`src/rtl/s3g_pkg.sv`:
```
// Shared types and constants for the s3g transmit arbiter.
package s3g_pkg;
  localparam int unsigned S3G_MAX_PAYLOAD   = 15;
  localparam int unsigned S3G_PAYLOAD_BYTES = 16;
  localparam int unsigned S3G_BUF_W         = 8 * S3G_PAYLOAD_BYTES;

  typedef enum logic [1:0] {
    StIdle,
    StIssue,
    StWaitBusy,
    StWaitDone
  } s3g_state_e;

  // Search origin for the next arbitration once requester idx has been picked.
  function automatic int unsigned s3g_next_ptr(input int unsigned idx, input int unsigned nreq);
    return (idx + 1) % nreq;
  endfunction
endpackage

```
`src/rtl/s3g_rr_arb.sv`:
```
// Round-robin selector: first set request at or after ptr, wrapping, as a one-hot vector.
module s3g_rr_arb #(
  parameter int unsigned NREQ = 3,
  parameter int unsigned PW   = $clog2(NREQ)
) (
  input  logic [NREQ-1:0] req,
  input  logic [PW-1:0]   ptr,
  output logic [NREQ-1:0] sel
);

  always_comb begin
    logic found;
    sel   = '0;
    found = 1'b0;
    for (int unsigned off = 0; off < NREQ; off++) begin
      logic [PW-1:0] idx;
      idx = PW'((32'(ptr) + off) % NREQ);
      if (!found && req[idx]) begin
        found    = 1'b1;
        sel[idx] = 1'b1;
      end
    end
  end

endmodule

```
`src/rtl/s3g_tx_arb.sv`:
```
// Arbitrates NREQ packet requesters onto one transmitter, one packet outstanding at a time.
// Define S3G_TX_ARB_WDOG_EN to abort a stuck transmission after WDOG_CYCLES clocks.
module s3g_tx_arb
  import s3g_pkg::*;
#(
  parameter int unsigned NREQ        = 3,
  parameter int unsigned WDOG_CYCLES = 4096
) (
  input  logic                      clk,
  input  logic                      rst_n,
  input  logic [NREQ-1:0]           req_valid,
  input  logic [8*NREQ-1:0]         req_len,
  input  logic [S3G_BUF_W*NREQ-1:0] req_data,
  output logic [NREQ-1:0]           req_ack,
  output logic [NREQ-1:0]           req_sent,
  output logic [NREQ-1:0]           req_err,
  output logic [NREQ-1:0]           grant,
  output logic                      tx_packet_wr,
  output logic [7:0]                tx_payload_len,
  output logic [S3G_BUF_W-1:0]      tx_buf,
  input  logic                      tx_busy
);

  localparam int unsigned PW = $clog2(NREQ);

  s3g_state_e           state_q, state_d;
  logic [PW-1:0]        ptr_q, ptr_d;
  logic [NREQ-1:0]      grant_q, grant_d;
  logic [NREQ-1:0]      ack_q, ack_d;
  logic [NREQ-1:0]      sent_q, sent_d;
  logic [NREQ-1:0]      err_q, err_d;
  logic                 wr_q, wr_d;
  logic [7:0]           len_q, len_d;
  logic [S3G_BUF_W-1:0] buf_q, buf_d;

  logic [NREQ-1:0]      elig, sel;
  logic [7:0]           sel_len;
  logic [S3G_BUF_W-1:0] sel_data;
  logic [PW-1:0]        sel_ptr;
  logic                 wdog_hit;

  // A request acked last cycle is still visible on req_valid but already consumed.
  assign elig = req_valid & ~ack_q;

  s3g_rr_arb #(
    .NREQ(NREQ),
    .PW  (PW)
  ) u_rr_arb (
    .req(elig),
    .ptr(ptr_q),
    .sel(sel)
  );

  always_comb begin
    sel_len  = '0;
    sel_data = '0;
    sel_ptr  = '0;
    for (int unsigned i = 0; i < NREQ; i++) begin
      if (sel[i]) begin
        sel_len  = req_len[8*i +: 8];
        sel_data = req_data[S3G_BUF_W*i +: S3G_BUF_W];
        sel_ptr  = PW'(s3g_next_ptr(i, NREQ));
      end
    end
  end

  always_comb begin
    state_d = state_q;
    ptr_d   = ptr_q;
    grant_d = grant_q;
    len_d   = len_q;
    buf_d   = buf_q;
    ack_d   = '0;
    sent_d  = '0;
    err_d   = '0;
    wr_d    = 1'b0;
    unique case (state_q)
      StIdle: begin
        if (!tx_busy && |sel) begin
          ptr_d = sel_ptr;
          ack_d = sel;
          if (sel_len > 8'(S3G_MAX_PAYLOAD)) begin
            err_d = sel;
          end else begin
            len_d   = sel_len;
            buf_d   = sel_data;
            grant_d = sel;
            wr_d    = 1'b1;
            state_d = StIssue;
          end
        end
      end
      StIssue: state_d = StWaitBusy;
      StWaitBusy: begin
        if (wdog_hit) begin
          err_d   = grant_q;
          grant_d = '0;
          state_d = StIdle;
        end else if (tx_busy) begin
          state_d = StWaitDone;
        end
      end
      StWaitDone: begin
        // Completion wins over a watchdog expiry landing in the same cycle.
        if (!tx_busy) begin
          sent_d  = grant_q;
          grant_d = '0;
          state_d = StIdle;
        end else if (wdog_hit) begin
          err_d   = grant_q;
          grant_d = '0;
          state_d = StIdle;
        end
      end
      default: state_d = StIdle;
    endcase
  end

  always_ff @(posedge clk or negedge rst_n) begin
    if (!rst_n) begin
      state_q <= StIdle;
      ptr_q   <= '0;
      grant_q <= '0;
      ack_q   <= '0;
      sent_q  <= '0;
      err_q   <= '0;
      wr_q    <= 1'b0;
      len_q   <= '0;
      buf_q   <= '0;
    end else begin
      state_q <= state_d;
      ptr_q   <= ptr_d;
      grant_q <= grant_d;
      ack_q   <= ack_d;
      sent_q  <= sent_d;
      err_q   <= err_d;
      wr_q    <= wr_d;
      len_q   <= len_d;
      buf_q   <= buf_d;
    end
  end

`ifdef S3G_TX_ARB_WDOG_EN
  localparam int unsigned WW = $clog2(WDOG_CYCLES + 1);

  logic [WW-1:0] wdog_q, wdog_d;

  assign wdog_hit = (wdog_q == WW'(WDOG_CYCLES - 1));

  // Counts every cycle spent waiting on the transmitter; restarts on each new packet.
  always_comb begin
    wdog_d = '0;
    if ((state_q == StWaitBusy || state_q == StWaitDone) &&
        (state_d == StWaitBusy || state_d == StWaitDone)) begin
      wdog_d = wdog_q + WW'(1);
    end
  end

  always_ff @(posedge clk or negedge rst_n) begin
    if (!rst_n) begin
      wdog_q <= '0;
    end else begin
      wdog_q <= wdog_d;
    end
  end
`else
  assign wdog_hit = 1'b0;
`endif

  assign req_ack        = ack_q;
  assign req_sent       = sent_q;
  assign req_err        = err_q;
  assign grant          = grant_q;
  assign tx_packet_wr   = wr_q;
  assign tx_payload_len = len_q;
  assign tx_buf         = buf_q;

endmodule

```
`config.mk`:
```
export PLATFORM = sky130hd
export DESIGN_NAME = s3g_tx_arb
export DESIGN_NICKNAME = d
export VERILOG_FILES = /design/src/rtl/s3g_pkg.sv /design/src/rtl/s3g_rr_arb.sv /design/src/rtl/s3g_tx_arb.sv
export SDC_FILE = /design/constraint.sdc
export NUM_CORES = 1
export LEC_CHECK = 0
export BUFFER_PORTS_ARGS = -buffer_cell sky130_fd_sc_hd__clkbuf_2
export CAP_MARGIN = 10
export CELL_PAD_IN_SITES_DETAIL_PLACEMENT = 0
export CELL_PAD_IN_SITES_GLOBAL_PLACEMENT = 1
export CORE_AREA = 2 2 217 219
export DETAILED_ROUTE_END_ITERATION = 12
export DIE_AREA = 0 0 219 221
export PLACE_DENSITY = 0.67
export SYNTH_ARGS = -nofsm -noshare
export SYNTH_HDL_FRONTEND = slang
export SYNTH_HIERARCHICAL = 1
export SYNTH_SLANG_ARGS = --single-unit
```
`constraint.sdc`:
```
create_clock -name clk -period 5.1 [get_ports clk]
set_clock_uncertainty 0.1 [all_clocks]
set_input_delay 0.765 -clock clk [delete_from_list [all_inputs] [get_ports clk]]
set_output_delay 0.765 -clock clk [all_outputs]
set_load 0.1 [all_outputs]
```
## Yosys cells after proc, flatten, opt, wreduce, memory -nomap -nowiden

Cells that the tools add are included.

- Add/sub/neg operators: 2
- Reductions and logical operators: 16
- Div/mod/pow operators: 3
- Bitwise operators: 5
- Magnitude comparators: 7
- Multiply operators: 0
- Equality and inequality tests: 7
- Mux-type cells: 45
- Shift-type cells: 0

Operators by type and width:

| cell | number |
|---|---|
| $mux W128 | 3 |
| $mod A32 B2 Y32 const B | 2 |
| $mux W3 | 13 |
| $mod A2 B2 Y32 const B | 1 |
| $mux W8 | 3 |
| $mux W1 | 12 |
| $mux W2 | 6 |
| $lt A2 B3 Y1 const B | 3 |
| $gt A8 B4 Y1 const B | 1 |
| $ne A2 B2 Y1 const B | 4 |
| $pmux W2 S4 | 1 |
| $reduce_and A4 Y1 | 2 |
| $bmux W1 S2 | 3 |
| $demux W1 S2 | 3 |
| $ge A2 B1 Y1 const B | 3 |
| $logic_and A1 B1 Y1 | 6 |
| $or A3 B3 Y3 | 2 |
| $pmux W3 S2 | 1 |
| $eq A2 B2 Y1 const B | 2 |
| $add A2 B1 Y3 const B | 1 |
| $add A2 B2 Y3 const B | 1 |
| $and A3 B3 Y3 | 1 |
| $logic_not A1 Y1 | 3 |
| $not A3 Y3 | 1 |
| other kinds (7) | 7 |

- Latch bits: 0
- Memory bits (read-only): 0
- RAM bits: 0
- Word-level logic and storage cells: 94
- Bits of input ports: 414
- Output and inout port bits: 149
- Memories: 0
- Flip-flop bits (word level): 153

## Longest topological paths before layout

- Depth after elaboration: 18
- Mapped depth: 14
- Gate-level depth less buffers: 11

## Cells and area by module

Netlist, hierarchy kept.

By module, submodules not included:

| module | sequential area each (µm²) | times used | area an instance (µm²) | cells an instance |
|---|---|---|---|---|
| s3g_tx_arb | 3828.7 | 1 | 8789.7 | 819 |
| s3g_rr_arb | 0.0 | 1 | 272.8 | 36 |

## Worst setup path after synthesis

OpenSTA, ideal clock, no wires.

- Path kind: register -> register
- From: register ack_q[0] (netlist: req_ack[0])
- To: register buf_q[0] (netlist: tx_buf[0])
- Clock period less this slack: 3186 ps
- Arrival: 2961 ps
- Buffers on the path: 3
- Required time: 4875 ps
- Stages on the path, launching flop included: 13
- Path slack: 1914 ps
- Library setup time: 125 ps
- Path through: dfrtp_1 > nor2b_1 > mux2i_1 > a221oi_1 > o211ai_1 > o211ai_1 > buf_2 > nand3b_1 > nand3_2 > nand2_4 > buf_12 > buf_12 > mux2_4

- Elaborated cells on any way between the ends: 30
- Classes of those cells: 1 x order compare; 17 x mux; 5 x bitwise; 7 x reduce/logical

RTL lines:

| element | RTL line | text |
|---|---|---|
| start, declared | s3g_tx_arb.sv:29 | `logic [NREQ-1:0] ack_q, ack_d;` |
| start signal, assigned | s3g_tx_arb.sv:134 | `ack_q <= ack_d;` |
| $not A3 Y3 * | s3g_tx_arb.sv:43 | `assign elig = req_valid & ~ack_q;` |
| $and A3 B3 Y3 * | s3g_tx_arb.sv:43 |  |
| named net elig[0] | s3g_tx_arb.sv:36 | `logic [NREQ-1:0] elig, sel;` |
| $bmux W1 S2 | s3g_rr_arb.sv:18 | `if (!found && req[idx]) begin` |
| $mux W1 (not written as such) | s3g_rr_arb.sv:18 |  |
| $mux W1 | s3g_rr_arb.sv:18 |  |
| $logic_not A1 Y1 | s3g_rr_arb.sv:18 |  |
| $logic_and A1 B1 Y1 | s3g_rr_arb.sv:18 |  |
| $mux W1 | s3g_rr_arb.sv:18 |  |
| $logic_not A1 Y1 | s3g_rr_arb.sv:18 |  |
| $logic_and A1 B1 Y1 | s3g_rr_arb.sv:18 |  |
| $mux W3 * | s3g_rr_arb.sv:18 |  |
| named net sel[2] | s3g_tx_arb.sv:36 |  |
| $mux W8 | s3g_tx_arb.sv:59 | `if (sel[i]) begin` |
| $gt A8 B4 Y1 | s3g_tx_arb.sv:82 | `if (sel_len > 8'(S3G_MAX_PAYLOAD)) begin` |
| $not A1 Y1 (no line) | - |  |
| $reduce_and A3 Y1 (no line) | - |  |
| end signal, assigned | s3g_tx_arb.sv:139 | `buf_q <= buf_d;` |
| end, declared | s3g_tx_arb.sv:34 | `logic [S3G_BUF_W-1:0] buf_q, buf_d;` |

The timed path passes the listed nets; every way through them passes the cells marked *. The select of a mux whose other input is x is not followed.
A chain may end at the register's enable or synchronous reset.

## Worst setup path in the final report

- From: register ptr_q[1]
- To: register buf_q[20] (netlist: tx_buf[20])

- Elaborated cells on any way between the ends: 48
- Classes of those cells: 2 x add/sub; 3 x div; 7 x order compare; 23 x mux; 3 x bitwise; 10 x reduce/logical

RTL lines:

| element | RTL line | text |
|---|---|---|
| start, declared | s3g_tx_arb.sv:27 | `logic [PW-1:0] ptr_q, ptr_d;` |
| start signal, assigned | s3g_tx_arb.sv:132 | `ptr_q <= ptr_d;` |
| $add A2 B1 Y3 / $mod A2 B2 Y32 (equally long branches) | s3g_rr_arb.sv:17 | `idx = PW'((32'(ptr) + off) % NREQ);` |
| $mod A32 B2 Y32 (tied with other cells) | s3g_rr_arb.sv:17 |  |
| $lt A2 B3 Y1 (not written as such) (tied with other cells) | s3g_rr_arb.sv:20 | `sel[idx] = 1'b1;` |
| $logic_and A1 B1 Y1 (not written as such) (tied with other cells) | s3g_rr_arb.sv:20 |  |
| $mux W1 (not written as such) (tied with other cells) | s3g_rr_arb.sv:20 |  |
| $demux W1 S2 (tied with other cells) | - |  |
| $or A3 B3 Y3 (no line) / $mux W1 (equally long branches) | - |  |
| $mux W3 / $logic_not A1 Y1 (equally long branches) | s3g_rr_arb.sv:18 |  |
| $or A3 B3 Y3 (no line) / $logic_and A1 B1 Y1 (equally long branches) | - |  |
| $mux W3 * | s3g_rr_arb.sv:18 |  |
| named net sel[2] | s3g_tx_arb.sv:36 |  |
| $mux W8 | s3g_tx_arb.sv:59 |  |
| $gt A8 B4 Y1 | s3g_tx_arb.sv:82 |  |
| $not A1 Y1 (no line) | - |  |
| $reduce_and A3 Y1 (no line) | - |  |

Marked as above.

==> impl_metrics.ini <==
[outcome]
outcome = completed

[placement]
gp_congestion = 0.896
hpwl_um = 24800
portBuffers = 562
dpl.cell_count = 1962

[final_layout]
final_util = 0.280
syn2layout_area_growth_pct = 42.4
drive_gt1_frac = 0.536
final_nets = 1795
fill_cells = 4991
final_cells = 1994
n_antenna_cell = 0

[logic_synthesis]
syn_area_um2 = 9060
synth_top_family_by_area = multiplexers
yosysMostFrequentCell = dfrtp_1
ys.flop_type = dfrtp_1
synthXorXnorAreaFrac = 0
yosysWarnings = 6
synth.mux.area_fraction = 0.215
synth-edff-count = 0
postSynthCellCount = 855
yosysTopAreaCell = dfrtp_1
synth-simple-area-share = 0.0863
synth_compound_area_frac = 0.204
synth_nets = 1276
synth_fa_ha_area_frac = 0.00966
synth_seq_area_share = 0.422
ys_top_cells_by_area = dfrtp_1 42%, mux2_4 18%, a22oi_1 11%
synth_common_cells = 153 x dfrtp_1, 139 x nand2_1, 137 x o21ai_0
syn_area_per_cell_um2 = 10.6
yosysTopAreaCellShare = 0.422
synth.distinct_cells = 43
synthArstFlopShare = 1.00
ys_ff_latch = 153

[timing]
clock.fmax_ghz = 0.260
tightest_slew_ns = 0.846
finalHoldViolCount = 0
hold_slack_ns = 0.209
fin_crit_ns = 3.85
setup_tns_ns = 0
rsz0062_at_grt = false
drv_slew = 0
slew_headroom = 0.436
finalCritPeriodShare = 0.755
setup_viol = 0

[routing]
dr.pass1.iters = 5
final_antenna_net_count = 0
post-route-drc-count = 0
drt-vias-per-instance = 4.28
drt_iter0_markers = 412
route.vias.total = 8535
wirelength_um = 31200
wl_per_cell_um = 15.6

[clock_network]
htreeDepth = 4
cts_tree = yes
cts_made_buffers = 17
cts_resized = 0
insertion_delay_ns = 0.45
post-cts-setup-buffers = 0
cts_buffer_depth = 2
cts_hold_buffers = 0
path_clk_slew_ns = 0.06
cts_sinks = 153
cts-root-buf = clkbuf_16

[critical_path]
required_ns = 5.34
slowest_delay_ns = 0.63
rr_startpoint = ptr_q[1]
crit_arrival_ns = 4.09
slowest_stage = o211ai_1
r2r-end = tx_buf[20]
critical_path.cell_chain = inv_1 > ha_1 > mux2i_1 > o22ai_1 > o211ai_1 > nor2_1 > nand2_1 > nand3_2 > nand2_8 > buf_12 > mux2_4
end_kind = flop
worstPathMaxFanout = 58
rr_worst_depth = 11
critPathKind = flop to flop
startpoint_type = flop
ff2ff_setup_slack_ns = 1.25

[floorplan]
die_x_um = 219
core.rowCount = 79
start_util = 0.197
core_region_area_um2 = 46100
die_h_um = 221
ios = 563
die_area_um2 = 48400

[grt]
track_usage = 0.128
antenna_found_initial = 0
grt_max_degree = 152
first_global_vias = 8709
gr-total-overflow = 0
grt_pass1_wl_um = 47700

[min_path]
hp-class = input port to asynchronous set/reset pin

[flow_run]
cap_violations = 0
[critical path: cells and delay by family (launching register included)]
kind	cells	cell delay (ns)
muxes	2	0.62
and+or+nand+nor	4	0.94
AOI/OAI and AO/OA	2	0.80
buffers and inverters	2	0.45
adders and majority gates	1	0.34
DFF	1	0.42
[logic make-up after synthesis]
family,count (synthesis)
muxes,137
and+or+nand+nor,179
buffers and inverters,87
adders and majority gates,7
AOI/OAI and AO/OA,292
DFF,153
[stage by stage]
stage / setup slack, ns / instance area [um^2]
floorplan: 1.91 / 9060
global placement: 1.19 / 12300
detailed placement: 0.980 / 12300
CTS: 1.24 / 12900
global route: 0.932 / 12900
finish: 1.25 / 12900
[layout make-up]
cell class                 instances  area [um^2]  share of cell area
clock buffer                      21          470              0.0365
clock inverter                    11          120             0.00931
inverter                          10         37.5             0.00291
multi-input combinational        615         4680               0.363
sequential                       153         3830               0.297
tap                              607          759              0.0589
timing repair buffer             577         3010               0.233
[metal layers]
metal,routed length [um],GRT usage,up-vias
met4,733,0.0510,0
met1,12700,0.147,3986
met3,2120,0.0330,35
met2,15700,0.224,355
met5,0,0,-
li1,-,-,4159
[layout by cell type (no fill, tap or decap), types with 2 or more instances in the layout]
| cell | count |
|---|---|
| a21oi_1 | 5 |
| a22oi_1 | 133 |
| and2_1 | 9 |
| buf_12 | 6 |
| buf_4 | 9 |
| bufinv_16 | 2 |
| clkbuf_16 | 17 |
| clkbuf_2 | 561 |
| clkbuf_8 | 3 |
| clkinv_2 | 4 |
| clkinvlp_4 | 3 |
| dfrtp_1 | 153 |
| ha_1 | 7 |
| inv_1 | 10 |
| mux2_1 | 4 |
| mux2_2 | 19 |
| mux2_4 | 110 |
| mux2i_1 | 4 |
| nand2_1 | 139 |
| nand2b_1 | 4 |
| nand3b_1 | 3 |
| nor2_1 | 7 |
| nor2b_1 | 5 |
| nor3_1 | 2 |
| nor4_1 | 2 |
| o211ai_1 | 5 |
| o21ai_0 | 137 |
| o221ai_1 | 2 |
| o2bb2ai_1 | 3 |
[flip-flops by register name (all words and copies together) (netlist names)]
register        count
grant               3
tx_buf            128
req_ack             3
ptr_q               2
tx_payload_len      8
tx_packet_wr        1
state_q             2
req_sent            3
req_err             3
[worst max-delay path by stage]
stage,to,slack [ns],cells past startpoint,from
after floorplan,tx_buf[0],1.91,12,req_ack[0]
after global placement,tx_buf[9],1.19,11,req_valid[1]
after detailed placement,tx_buf[19],0.98,12,req_valid[1]
after CTS,tx_buf[19],1.24,11,ptr_q[0]
after global routing,tx_buf[50],0.93,11,ptr_q[1]
final,tx_buf[20],1.25,11,ptr_q[1]
Power is left out: the tool's default activity adds up to more than one toggle a clock period on the data nets, which glitch-free logic cannot reach.
